### config.mk
export PLATFORM = sky130hd
export DESIGN_NAME = alu_seq
export DESIGN_NICKNAME = d
export VERILOG_FILES = /design/src/rtl/tinycpu_pkg.sv /design/src/rtl/alu_seq_decode.sv /design/src/rtl/alu_seq.sv
export SDC_FILE = /design/constraint.sdc
export NUM_CORES = 1
export LEC_CHECK = 0
export BUFFER_PORTS_ARGS = -buffer_cell sky130_fd_sc_hd__buf_4
export CAP_MARGIN = 0
export CORE_MARGIN = 4
export CORE_UTILIZATION = 37
export DETAILED_ROUTE_END_ITERATION = 10
export PLACE_DENSITY = 0.73
export REMOVE_ABC_BUFFERS = 1
export SETUP_SLACK_MARGIN = 0.1
export SLEW_MARGIN = 20
export SYNTH_ARGS = -nofsm -noshare
export SYNTH_HDL_FRONTEND = slang
export SYNTH_SLANG_ARGS = --single-unit
### constraint.sdc
create_clock -name clk -period 1.9 [get_ports clk]
set_input_delay 0.475 -clock clk [delete_from_list [all_inputs] [get_ports clk]]
set_output_delay 0.475 -clock clk [all_outputs]
set_load 0.005 [all_outputs]
### src/rtl/tinycpu_pkg.sv
// Shared TinyCPU definitions: opcodes, IR field positions, sequencer states,
// decoded instruction classes and write-data select codes.
package tinycpu_pkg;

  // Opcode field values; the four ALU codes double as the ALU operation select
  localparam logic [2:0] OP_ADD  = 3'b000;
  localparam logic [2:0] OP_SUB  = 3'b001;
  localparam logic [2:0] OP_AND  = 3'b010;
  localparam logic [2:0] OP_OR   = 3'b011;
  localparam logic [2:0] OP_LDI  = 3'b100;
  localparam logic [2:0] OP_BZ   = 3'b101;
  localparam logic [2:0] OP_JMP  = 3'b110;
  localparam logic [2:0] OP_HALT = 3'b111;

  // Instruction byte layout: [7:5] op, [4:3] rd, [2:1] rs, [0] reserved
  localparam int IR_OP_HI = 7;
  localparam int IR_OP_LO = 5;
  localparam int IR_RD_HI = 4;
  localparam int IR_RD_LO = 3;
  localparam int IR_RS_HI = 2;
  localparam int IR_RS_LO = 1;
  localparam int IR_RSVD  = 0;

  // Register-file write-data select
  localparam logic WSEL_ALU = 1'b0;
  localparam logic WSEL_IMM = 1'b1;

  typedef enum logic [2:0] {
    S_IDLE      = 3'd0,
    S_FETCH     = 3'd1,
    S_DECODE    = 3'd2,
    S_FETCH_IMM = 3'd3,
    S_EXEC      = 3'd4,
    S_HALT      = 3'd5
  } state_e;

  typedef enum logic [2:0] {
    CLS_ALU  = 3'd0,
    CLS_LDI  = 3'd1,
    CLS_BZ   = 3'd2,
    CLS_JMP  = 3'd3,
    CLS_HALT = 3'd4
  } op_class_e;

  // Instructions carrying a second (immediate/target) byte
  function automatic logic needs_imm(input op_class_e cls);
    return (cls == CLS_LDI) || (cls == CLS_BZ) || (cls == CLS_JMP);
  endfunction

endpackage

### src/rtl/alu_seq_decode.sv
// Combinational instruction decoder: IR -> op class, register addresses and
// ALU operation select.
module alu_seq_decode
  import tinycpu_pkg::*;
#(
  parameter int RA_W = 2
) (
  input  logic [7:0]      ir_i,
  output op_class_e       op_class_o,
  output logic [RA_W-1:0] rd_o,
  output logic [RA_W-1:0] rs_o,
  output logic [2:0]      alu_opcode_o
);

  logic [2:0] op_s;
  logic       unused_rsvd_s;

  assign op_s          = ir_i[IR_OP_HI:IR_OP_LO];
  assign rd_o          = RA_W'(ir_i[IR_RD_HI:IR_RD_LO]);
  assign rs_o          = RA_W'(ir_i[IR_RS_HI:IR_RS_LO]);
  // Reserved bit carries no meaning
  assign unused_rsvd_s = ir_i[IR_RSVD];

  // Classify the opcode and derive the ALU select (ADD for non-ALU ops)
  always_comb begin
    op_class_o   = CLS_HALT;
    alu_opcode_o = OP_ADD;
    case (op_s)
      OP_ADD, OP_SUB, OP_AND, OP_OR: op_class_o = CLS_ALU;
      OP_LDI:                        op_class_o = CLS_LDI;
      OP_BZ:                         op_class_o = CLS_BZ;
      OP_JMP:                        op_class_o = CLS_JMP;
      OP_HALT:                       op_class_o = CLS_HALT;
      default:                       op_class_o = CLS_HALT;
    endcase
    if (ir_i[IR_OP_HI] == 1'b0) begin
      alu_opcode_o = {1'b0, ir_i[IR_OP_HI-1:IR_OP_LO]};
    end else begin
      alu_opcode_o = OP_ADD;
    end
  end

endmodule

### src/rtl/alu_seq.sv
// TinyCPU multi-cycle control sequencer: fetches 1/2-byte instructions over a
// req/ack port, drives ALU/register-file controls, owns PC and zero flag.
module alu_seq
  import tinycpu_pkg::*;
#(
  parameter int PC_W = 8,
  parameter int RA_W = 2
) (
  input  logic            clk,
  input  logic            rst,
  input  logic            start,
  output logic            imem_req,
  output logic [PC_W-1:0] imem_addr,
  input  logic            imem_ack,
  input  logic [7:0]      imem_data,
  output logic [2:0]      alu_opcode,
  input  logic            alu_zero,
  output logic [RA_W-1:0] rf_raddr_a,
  output logic [RA_W-1:0] rf_raddr_b,
  output logic [RA_W-1:0] rf_waddr,
  output logic            rf_we,
  output logic            rf_wsel,
  output logic [7:0]      imm_out,
  output logic            z_flag,
  output logic            busy,
  output logic            halted,
  output logic            retire
);

  state_e          state_q, state_d;
  logic [PC_W-1:0] pc_q, pc_d;
  logic [7:0]      ir_q, ir_d;
  logic [7:0]      imm_q, imm_d;
  logic            z_q, z_d;
  op_class_e       op_class_s;
  logic [RA_W-1:0] rd_s;
  logic [RA_W-1:0] rs_s;

  alu_seq_decode #(.RA_W(RA_W)) u_decode (
    .ir_i         (ir_q),
    .op_class_o   (op_class_s),
    .rd_o         (rd_s),
    .rs_o         (rs_s),
    .alu_opcode_o (alu_opcode)
  );

  assign rf_raddr_a = rd_s;
  assign rf_waddr   = rd_s;
  assign rf_raddr_b = rs_s;
  assign imem_addr  = pc_q;
  assign imm_out    = imm_q;
  assign z_flag     = z_q;
  assign busy       = (state_q != S_IDLE) && (state_q != S_HALT);
  assign halted     = (state_q == S_HALT);

  // Sequencer state and datapath registers; reset wins over any pending ack
  always_ff @(posedge clk) begin
    if (rst) begin
      state_q <= S_IDLE;
      pc_q    <= {PC_W{1'b0}};
      ir_q    <= 8'h00;
      imm_q   <= 8'h00;
      z_q     <= 1'b0;
    end else begin
      state_q <= state_d;
      pc_q    <= pc_d;
      ir_q    <= ir_d;
      imm_q   <= imm_d;
      z_q     <= z_d;
    end
  end

  // Next-state logic and state-decoded control outputs
  always_comb begin
    state_d  = state_q;
    pc_d     = pc_q;
    ir_d     = ir_q;
    imm_d    = imm_q;
    z_d      = z_q;
    imem_req = 1'b0;
    rf_we    = 1'b0;
    rf_wsel  = WSEL_ALU;
    retire   = 1'b0;
    case (state_q)
      S_IDLE: begin
        if (start) begin
          state_d = S_FETCH;
        end else begin
          state_d = S_IDLE;
        end
      end
      S_FETCH: begin
        imem_req = 1'b1;
        if (imem_ack) begin
          ir_d    = imem_data;
          pc_d    = pc_q + PC_W'(1);
          state_d = S_DECODE;
        end else begin
          state_d = S_FETCH;
        end
      end
      S_DECODE: begin
        if (op_class_s == CLS_ALU) begin
          state_d = S_EXEC;
        end else if (needs_imm(op_class_s)) begin
          state_d = S_FETCH_IMM;
        end else begin
          retire  = 1'b1;
          state_d = S_HALT;
        end
      end
      S_FETCH_IMM: begin
        imem_req = 1'b1;
        if (imem_ack) begin
          imm_d   = imem_data;
          pc_d    = pc_q + PC_W'(1);
          state_d = S_EXEC;
        end else begin
          state_d = S_FETCH_IMM;
        end
      end
      S_EXEC: begin
        retire  = 1'b1;
        state_d = S_FETCH;
        case (op_class_s)
          CLS_ALU: begin
            rf_we = 1'b1;
            z_d   = alu_zero;
          end
          CLS_LDI: begin
            rf_we   = 1'b1;
            rf_wsel = WSEL_IMM;
          end
          CLS_BZ: begin
            if (z_q) begin
              pc_d = PC_W'(imm_q);
            end else begin
              pc_d = pc_q;
            end
          end
          CLS_JMP: pc_d = PC_W'(imm_q);
          default: pc_d = pc_q;
        endcase
      end
      S_HALT:  state_d = S_HALT;
      default: state_d = S_IDLE;
    endcase
  end

endmodule

==> out/metrics.sh, run 1 <==
VERT_DIE_DIM_UM=72.3
NUM_IO_PINS=45
SETUP-TNS-FINAL_PS=0
SYNTH_SEQ_AREA_SHARE_PCT=39.2
LAYOUT.FILLER_CELLS=401
ROWS=23
AVGSYNTHCELLAREA_UM2=7.85
GRT_ANTENNA_BEFORE_REPAIR=0
DRC=0
CRIT_FAMILY='simple AND/OR/NAND/NOR gates'
WORST_CLOCK_SKEW_PS=5.07
FINAL_CRITICAL_PATH_SETUP_SLACK_PS=42.8
HOLD_BUFFERS=0
CRITICAL_PATH.REG2REG.ENDPOINT='imem_addr[0]'
CLOCK_BUFFER_COUNT_FROM_CTS=5
HOLD_PATH_CLASS='in2reg'
COREAREA_UM2=4000
POST_SYNTH_INST_COUNT=195
DP_HPWL_MM=2.67
FINAL_SETUP_VIO_COUNT=0
YS_DOMINANT_REG_CELL='dfxtp_1'
FLOORPLAN.DIE.WIDTH_UM=72.3
WORST_SETUP_HOLD_PATH_CLK_SLEW_PS=60
CELL_AT_THE_ROOT_OF_THE_CLOCK_TREE='clkbuf_8'
MAXIMUM_CLOCK_FREQUENCY_MHz=538
START_KIND='flop'
ROUTE.DETAILED.VIAS_PER_INST=5.17
CTS_TREE='yes'
FINALCRITICALPERIOD_PS=1860
WORST_EP_ARRIVAL_TIME_PS=1380
GRT_SETUP_UNREPAIRED='yes'
PLACE_AREA_UM2=1860
GLOBAL_ROUTE.OVERFLOW_TOTAL=0
SYNTH_CELL_TYPES=39
DESIGN.FINAL.NETS=261
HOLD_SLACK_PS=430
POSTROUTEWIRELENGTH_MM=4.05
WL_PER_CELL_UM=13.6
NUMBER_OF_GLOBAL_ROUTE_VIAS_BEFORE_REPAIR=1389
WORST_R2R_STARTPOINT='state_q[0]'
PWR_DENSITY_CELL_nW_PER_UM2=659
PLACE_WS_PS=162
GRT_START_MAX_NET_PINS=30
REPORT.FINAL.HOLD_VIOL_COUNT=0
DRIVE_ABOVE_1_SHARE_PCT=33.5
GLOBALROUTETOTALUTIL_PCT=16.3
CELLLEAKAGEPOWER_uW=0.000891
SYNTH_EDF_COUNT=0
TIMING.SETUP.CRITICAL_PATH_CLASS='reg2out'
YOSYSWARNINGS=0
WORST-R2R-CELL-COUNT=9
ANTENNA_VIOLATING_NETS_POST_ROUTE=0
POST-ROUTE-CELL-AREA_UM2=2100
GP_ROUTABILITY_CONGESTION=0.787
REQUIRED_PS=1420
CRITPATHSLOWESTCELL='dfxtp_2'
CTS_NUM_SINKS=30
POST_SYNTHESIS_CELL_AREA_UM2=1530
FIRSTDRTPASSITERS=4
MAXSLEWVIOLCOUNT=0
PATH_MAX_FANOUT=4
SETUP.REG_TO_REG.WORST_SLACK_PS=190
FLOORPLAN.DIE_AREA_UM2=5230
CRITICAL_PATH_CELL_COUNT=4
GRT_PASS1_WL_MM=6.60
ANTENNA-DIODE-COUNT=0
ROUTED-VIA-COUNT=1541
STARTING_DENSITY_OF_THE_CORE_PCT=38.3
SYNTH-SEQ-CELLS=30
CRIT_END='busy'
CTS_HTREE_LEVELS=2
MAXCAPVIOLCOUNT=0
DETAILEDROUTE.FIRSTITERATIONVIOLATIONS=106
CTS-ROOT-TO-SINK-BUFFERS=2
CRIT_BUF_INV=2
SYNTH-ASYNC-RESET-RATIO_PCT=0
AREAGROWTHSYNTHTOFINISH_PCT=37.1
CRITICAL_PATH.STARTPOINT='state_q[2]'
CRITICAL_PATH.CELL_CHAIN='buf_6, and2b_2, or3_1, buf_4'
FINALCRITPERIODSHARE_PCT=97.7
MAX-VDD-IR-DROP_mV=0.378
CLOCK_LATENCY_PS=290
PORT-BUFFER-COUNT=43
OUTCOME='finished clean'
SETUP.WORST_PATH.END_CLASS='primary output'
CRITPATHMAXSTAGEDELAY_PS=340
[report_power, final]
group / switching, uW / leakage [uW] / total [uW] / internal (uW)
Sequential: 14.7 / 0.000243 / 659 / 645
Combinational: 91.6 / 0.000599 / 193 / 101
Clock: 240 / 0.0000482 / 531 / 292
[worst min path at each step]
stage / startpoint / cells past startpoint / slack, ps / to
after global routing: alu_zero / 3 / 430 / z_flag
after detailed placement: ir_q[1] / 2 / 450 / ir_q[1]
after floorplan: ir_q[1] / 2 / 450 / ir_q[1]
final: alu_zero / 3 / 430 / z_flag
after CTS: alu_zero / 3 / 430 / z_flag
after global placement: ir_q[1] / 2 / 450 / ir_q[1]
[synth_stat cells, types with 2 or more instances]
library cell   n  area share, %
nand2_1       36            8.8
dfxtp_1       30             39
a21oi_1       27            8.8
nor2_1        15            3.7
clkbuf_1       9            2.2
buf_4          8            3.9
and2_1         6            2.5
o21ai_0        6            2.0
nand3_1        4            1.3
nor2b_1        4            1.6
nor3_1         4            1.3
a22o_1         3            1.7
a32o_1         3            2.0
and3_1         3            1.2
inv_1          3           0.74
nand3b_1       3            1.5
o21ai_1        3           0.98
xor2_1         3            1.7
and2b_1        2           0.98
nand4_1        2           0.82
nor3b_1        2           0.98
o211ai_1       2           0.98
[sequential cells by signal (all words and copies together), names as in the netlist]
signal and flops:
imem_addr 8, imm_out 8, ir_q 7, state_q 3, u_decode.op_class_o 3, z_flag 1
[metrics by stage]
| step | std cells | power, uW | utilization, % |
|---|---|---|---|
| 4_1_cts | 292 | 1380 | 50.6 |
| 2_1_floorplan | 177 | 741 | - |
| 3_5_place_dp | 277 | 829 | 46.6 |
| 6_report | 298 | 1380 | 52.5 |
| 5_1_grt | 298 | 1450 | 52.5 |
| 3_3_place_gp | 277 | 827 | 46.6 |
[layout by cell type (no fill, tap or decap), types with 4 or more instances in the layout]
| master | Yosys | layout |
|---|---|---|
| o21ai_1 | 3 | 4 |
| o21ai_0 | 6 | 5 |
| dfxtp_1 | 30 | 28 |
| nand2_1 | 36 | 36 |
| nand3_1 | 4 | 4 |
| clkbuf_8 | 0 | 6 |
| buf_6 | 1 | 6 |
| a21oi_1 | 27 | 26 |
| buf_4 | 8 | 56 |
| and2_1 | 6 | 6 |
| nor2_1 | 15 | 14 |
[kinds of logic after synthesis]
kind of cell,after synthesis,share of synthesized area [%]
other,1,0.245
multiplexers,2,1.39
AND/OR/NAND/NOR,87,27.9
XOR/XNOR,3,1.72
flip-flops,30,39.2
AO/OA/AOI/OAI,50,21.1
adder cells (fa/ha/maj),1,0.818
buffers and inverters,21,7.60
[timing repair]
item | 4_1_cts | 5_1_grt
resized for setup | 7 | 10
pin swaps | 2 | 9
cloned | 0 | 1
setup buffers | 7 | 5
endpoints found under the setup margin | 3 | 11
[tightest hold or removal path, cell delays in order]
cell	delay (ps)
buf_4	80
mux2i_1	50
nor2_1	70
[metal layers]
metal  part of all wire (%)  GRT usage, %  routed length (um)  vias up
met1                     43          21.4                1740      701
li1                       -             -                   -      772
met2                     47          24.7                1920       62
met4                    1.7          6.26                  70        0
met5                      0             0                   0        -
met3                    7.9          5.40                 320        6
[layout make-up]
| type | instances | area (um2) | area share, % |
|---|---|---|---|
| multi-input combinational | 144 | 837 | 39.9 |
| inverter | 3 | 11.3 | 0.537 |
| clock buffer | 7 | 86.3 | 4.11 |
| tap | 50 | 62.6 | 2.98 |
| sequential | 30 | 603 | 28.7 |
| timing repair buffer | 63 | 493 | 23.5 |
| clock inverter | 1 | 5.00 | 0.239 |
(Power assumes the default switching activity.)
==> inputs of run 2 (changes only) <==
PLACE_DENSITY = unset   (was 0.73)
==> out/metrics.sh, run 2 (same netlist as run 1, synthesis figures left out) <==
ROWS=23
DRIVE_ABOVE_1_SHARE_PCT=30.8
CRITPATHSLOWESTCELL='dfxtp_2'
FINALCRITICALPERIOD_PS=1850
MAX-VDD-IR-DROP_mV=0.336
FINAL_UTIL_PCT=51.0
WORST_EP_ARRIVAL_TIME_PS=1380
CRIT_BUF_INV=2
HOLD_BUFFERS=0
AREAGROWTHSYNTHTOFINISH_PCT=33.2
REPORT.FINAL.HOLD_VIOL_COUNT=0
FINAL_CRITICAL_PATH_SETUP_SLACK_PS=47.5
FLOORPLAN.DIE_AREA_UM2=5230
GLOBAL_ROUTE.USAGE.MET2_PCT=23.6
CRITPATHMAXSTAGEDELAY_PS=330
DESIGN_POWER_TOTAL_uW=1360
WORST_R2R_STARTPOINT='state_q[2]'
GRT_PASS1_WL_MM=6.49
DRC=0
CTS_TREE='yes'
SETUP.REG_TO_REG.WORST_SLACK_PS=60
WORST_SETUP_HOLD_PATH_CLK_SLEW_PS=60
REQUIRED_PS=1420
HOLD_PATH_CLASS='in2reg'
WL_PER_CELL_UM=13.2
MET1_DEMAND_TO_CAPACITY_SHARE_IN_GLOBAL_ROUTING_PCT=21.3
STARTING_DENSITY_OF_THE_CORE_PCT=38.3
PORT-BUFFER-COUNT=43
CTS-ROOT-TO-SINK-BUFFERS=2
GP_ROUTABILITY_CONGESTION=0.868
FINAL_SETUP_VIO_COUNT=0
GRT_START_MAX_NET_PINS=30
FINALCRITPERIODSHARE_PCT=97.5
LAYOUT.FILLER_CELLS=422
DP_HPWL_MM=2.74
MOST_COMMON_LIBRARY_CELL_IN_THE_LAYOUT_IGNORING_FILL_AND_TAPS='buf_4'
CRITICAL_PATH_CELL_COUNT=4
MAXCAPVIOLCOUNT=0
TIMING.HOLD.WORST_PATH_DEPTH=3
CLOCK_LATENCY_PS=280
WORST-R2R-CELL-COUNT=6
CTS_NUM_SINKS=30
POSTROUTEWIRELENGTH_MM=3.83
COREAREA_UM2=4000
CELL_AT_THE_ROOT_OF_THE_CLOCK_TREE='clkbuf_8'
PWR_DENSITY_CELL_nW_PER_UM2=670
GRT.MET3_USAGE_PCT=3.74
MAXSLEWVIOLCOUNT=0
OUTCOME='finished clean'
CRITICAL_PATH.REG2REG.ENDPOINT='imem_addr[7]'
DESIGN.FINAL.NETS=253
WHS_ENDPOINT='z_flag'
GRT_ANTENNA_BEFORE_REPAIR=0
WORST_HOLD_STARTPOINT='alu_zero'
GLOBALROUTETOTALUTIL_PCT=15.8
PLACE_WS_PS=133
NUMBER_OF_GLOBAL_ROUTE_VIAS_BEFORE_REPAIR=1401
MAXIMUM_CLOCK_FREQUENCY_MHz=540
CELLLEAKAGEPOWER_uW=0.000844
CLOCK_BUFFER_COUNT_FROM_CTS=5
SETUP.WORST_PATH.END_CLASS='primary output'
ROUTE.DETAILED.VIAS_PER_INST=5.08
GLOBAL_ROUTE.PEAK_USAGE_LAYER='met2'
ANTENNA-DIODE-COUNT=0
FIRSTDRTPASSITERS=4
PATH_MAX_FANOUT=4
GRT_SETUP_UNREPAIRED='yes'
WORST_CLOCK_SKEW_PS=5.04
CRIT_FAMILY='simple AND/OR/NAND/NOR gates'
GLOBAL_ROUTE.OVERFLOW_TOTAL=0
ANTENNA_VIOLATING_NETS_POST_ROUTE=0
DETAILEDROUTE.FIRSTITERATIONVIOLATIONS=102
NUM_IO_PINS=45
CRITPATHMOSTFREQUENTCELL='buf_6'
AREA_OCCUPIED_BY_MULTI_INPUT_GATES_UM2=842
HOLD_SLACK_PS=430
FF_LATCH_AREA_UM2=603
START_KIND='flop'
CRITICAL_PATH.CELL_CHAIN='buf_6, and2b_2, or3_4, buf_6'
MOSTFREQUENTLAYOUTCELLS='buf_4, nand2_1, dfxtp_1, a21oi_1, nor2_1'
CTS_HTREE_LEVELS=2
TIMING.SETUP.CRITICAL_PATH_CLASS='reg2out'
FLOORPLAN.DIE.WIDTH_UM=72.3
ROUTED-VIA-COUNT=1474
VERT_DIE_DIM_UM=72.3
run 2: changes by cell type in the layout (fill, tap and decap cells not counted), sizes merged:
cell  before  now
buf       63   55
run 2: repair_timing:
action | in CTS | in global routing
buffers inserted | 5 | 1
endpoints found under the hold margin | 0 | 0
pin swaps | 2 | 3
gates resized for setup | 8 | 7
setup endpoints to repair | 3 | 12
run 2: cell type report:
cell class	instances	share of cell area, %
Clock buffer	7	4.24
Clock inverter	1	0.246
Inverter	3	0.552
Multi-Input combinational cell	144	41.3
Sequential cell	30	29.6
Tap cell	50	3.07
Timing Repair Buffer	55	21.0
run 2: power by group:
| part | leakage [uW] | switching [uW] | internal [uW] |
|---|---|---|---|
| sequential | 0.000243 | 15.0 | 644 |
| combinational | 0.000552 | 86.8 | 91.5 |
| clock | 0.0000482 | 235 | 292 |
run 2: through the flow:
stage | area [um2] | setup TNS [ps] | std cells
after floorplan | 1430 | 0 | 177
after global placement | 1860 | 0 | 276
after detailed placement | 1860 | 0 | 276
after CTS | 2010 | 0 | 289
after global routing | 2040 | -108 | 290
final | 2040 | 0 | 290
run 2: metal layers:
metal | wire (um) | up-vias
met5 | 0 | -
met4 | 41 | 0
met2 | 1760 | 42
li1 | - | 755
met3 | 255 | 4
met1 | 1780 | 673
run 2: how the worst max path moves through the flow:
stage                              end  startpoint  slack (ps)
final                             busy  state_q[2]          50
after global routing      imem_addr[6]  state_q[2]         -30
after CTS                      rf_wsel  state_q[2]          30
after detailed placement  imem_addr[6]  state_q[0]         130
after global placement    imem_addr[7]  state_q[0]         160
after floorplan           imem_addr[5]  state_q[2]         100
run 2: worst reg2reg max path, delay by kind of cell (launching register included):
family	cells	cell delay (ps)
flops	1	330
compound gates	3	640
simple gates	1	390
buf+inv	2	360
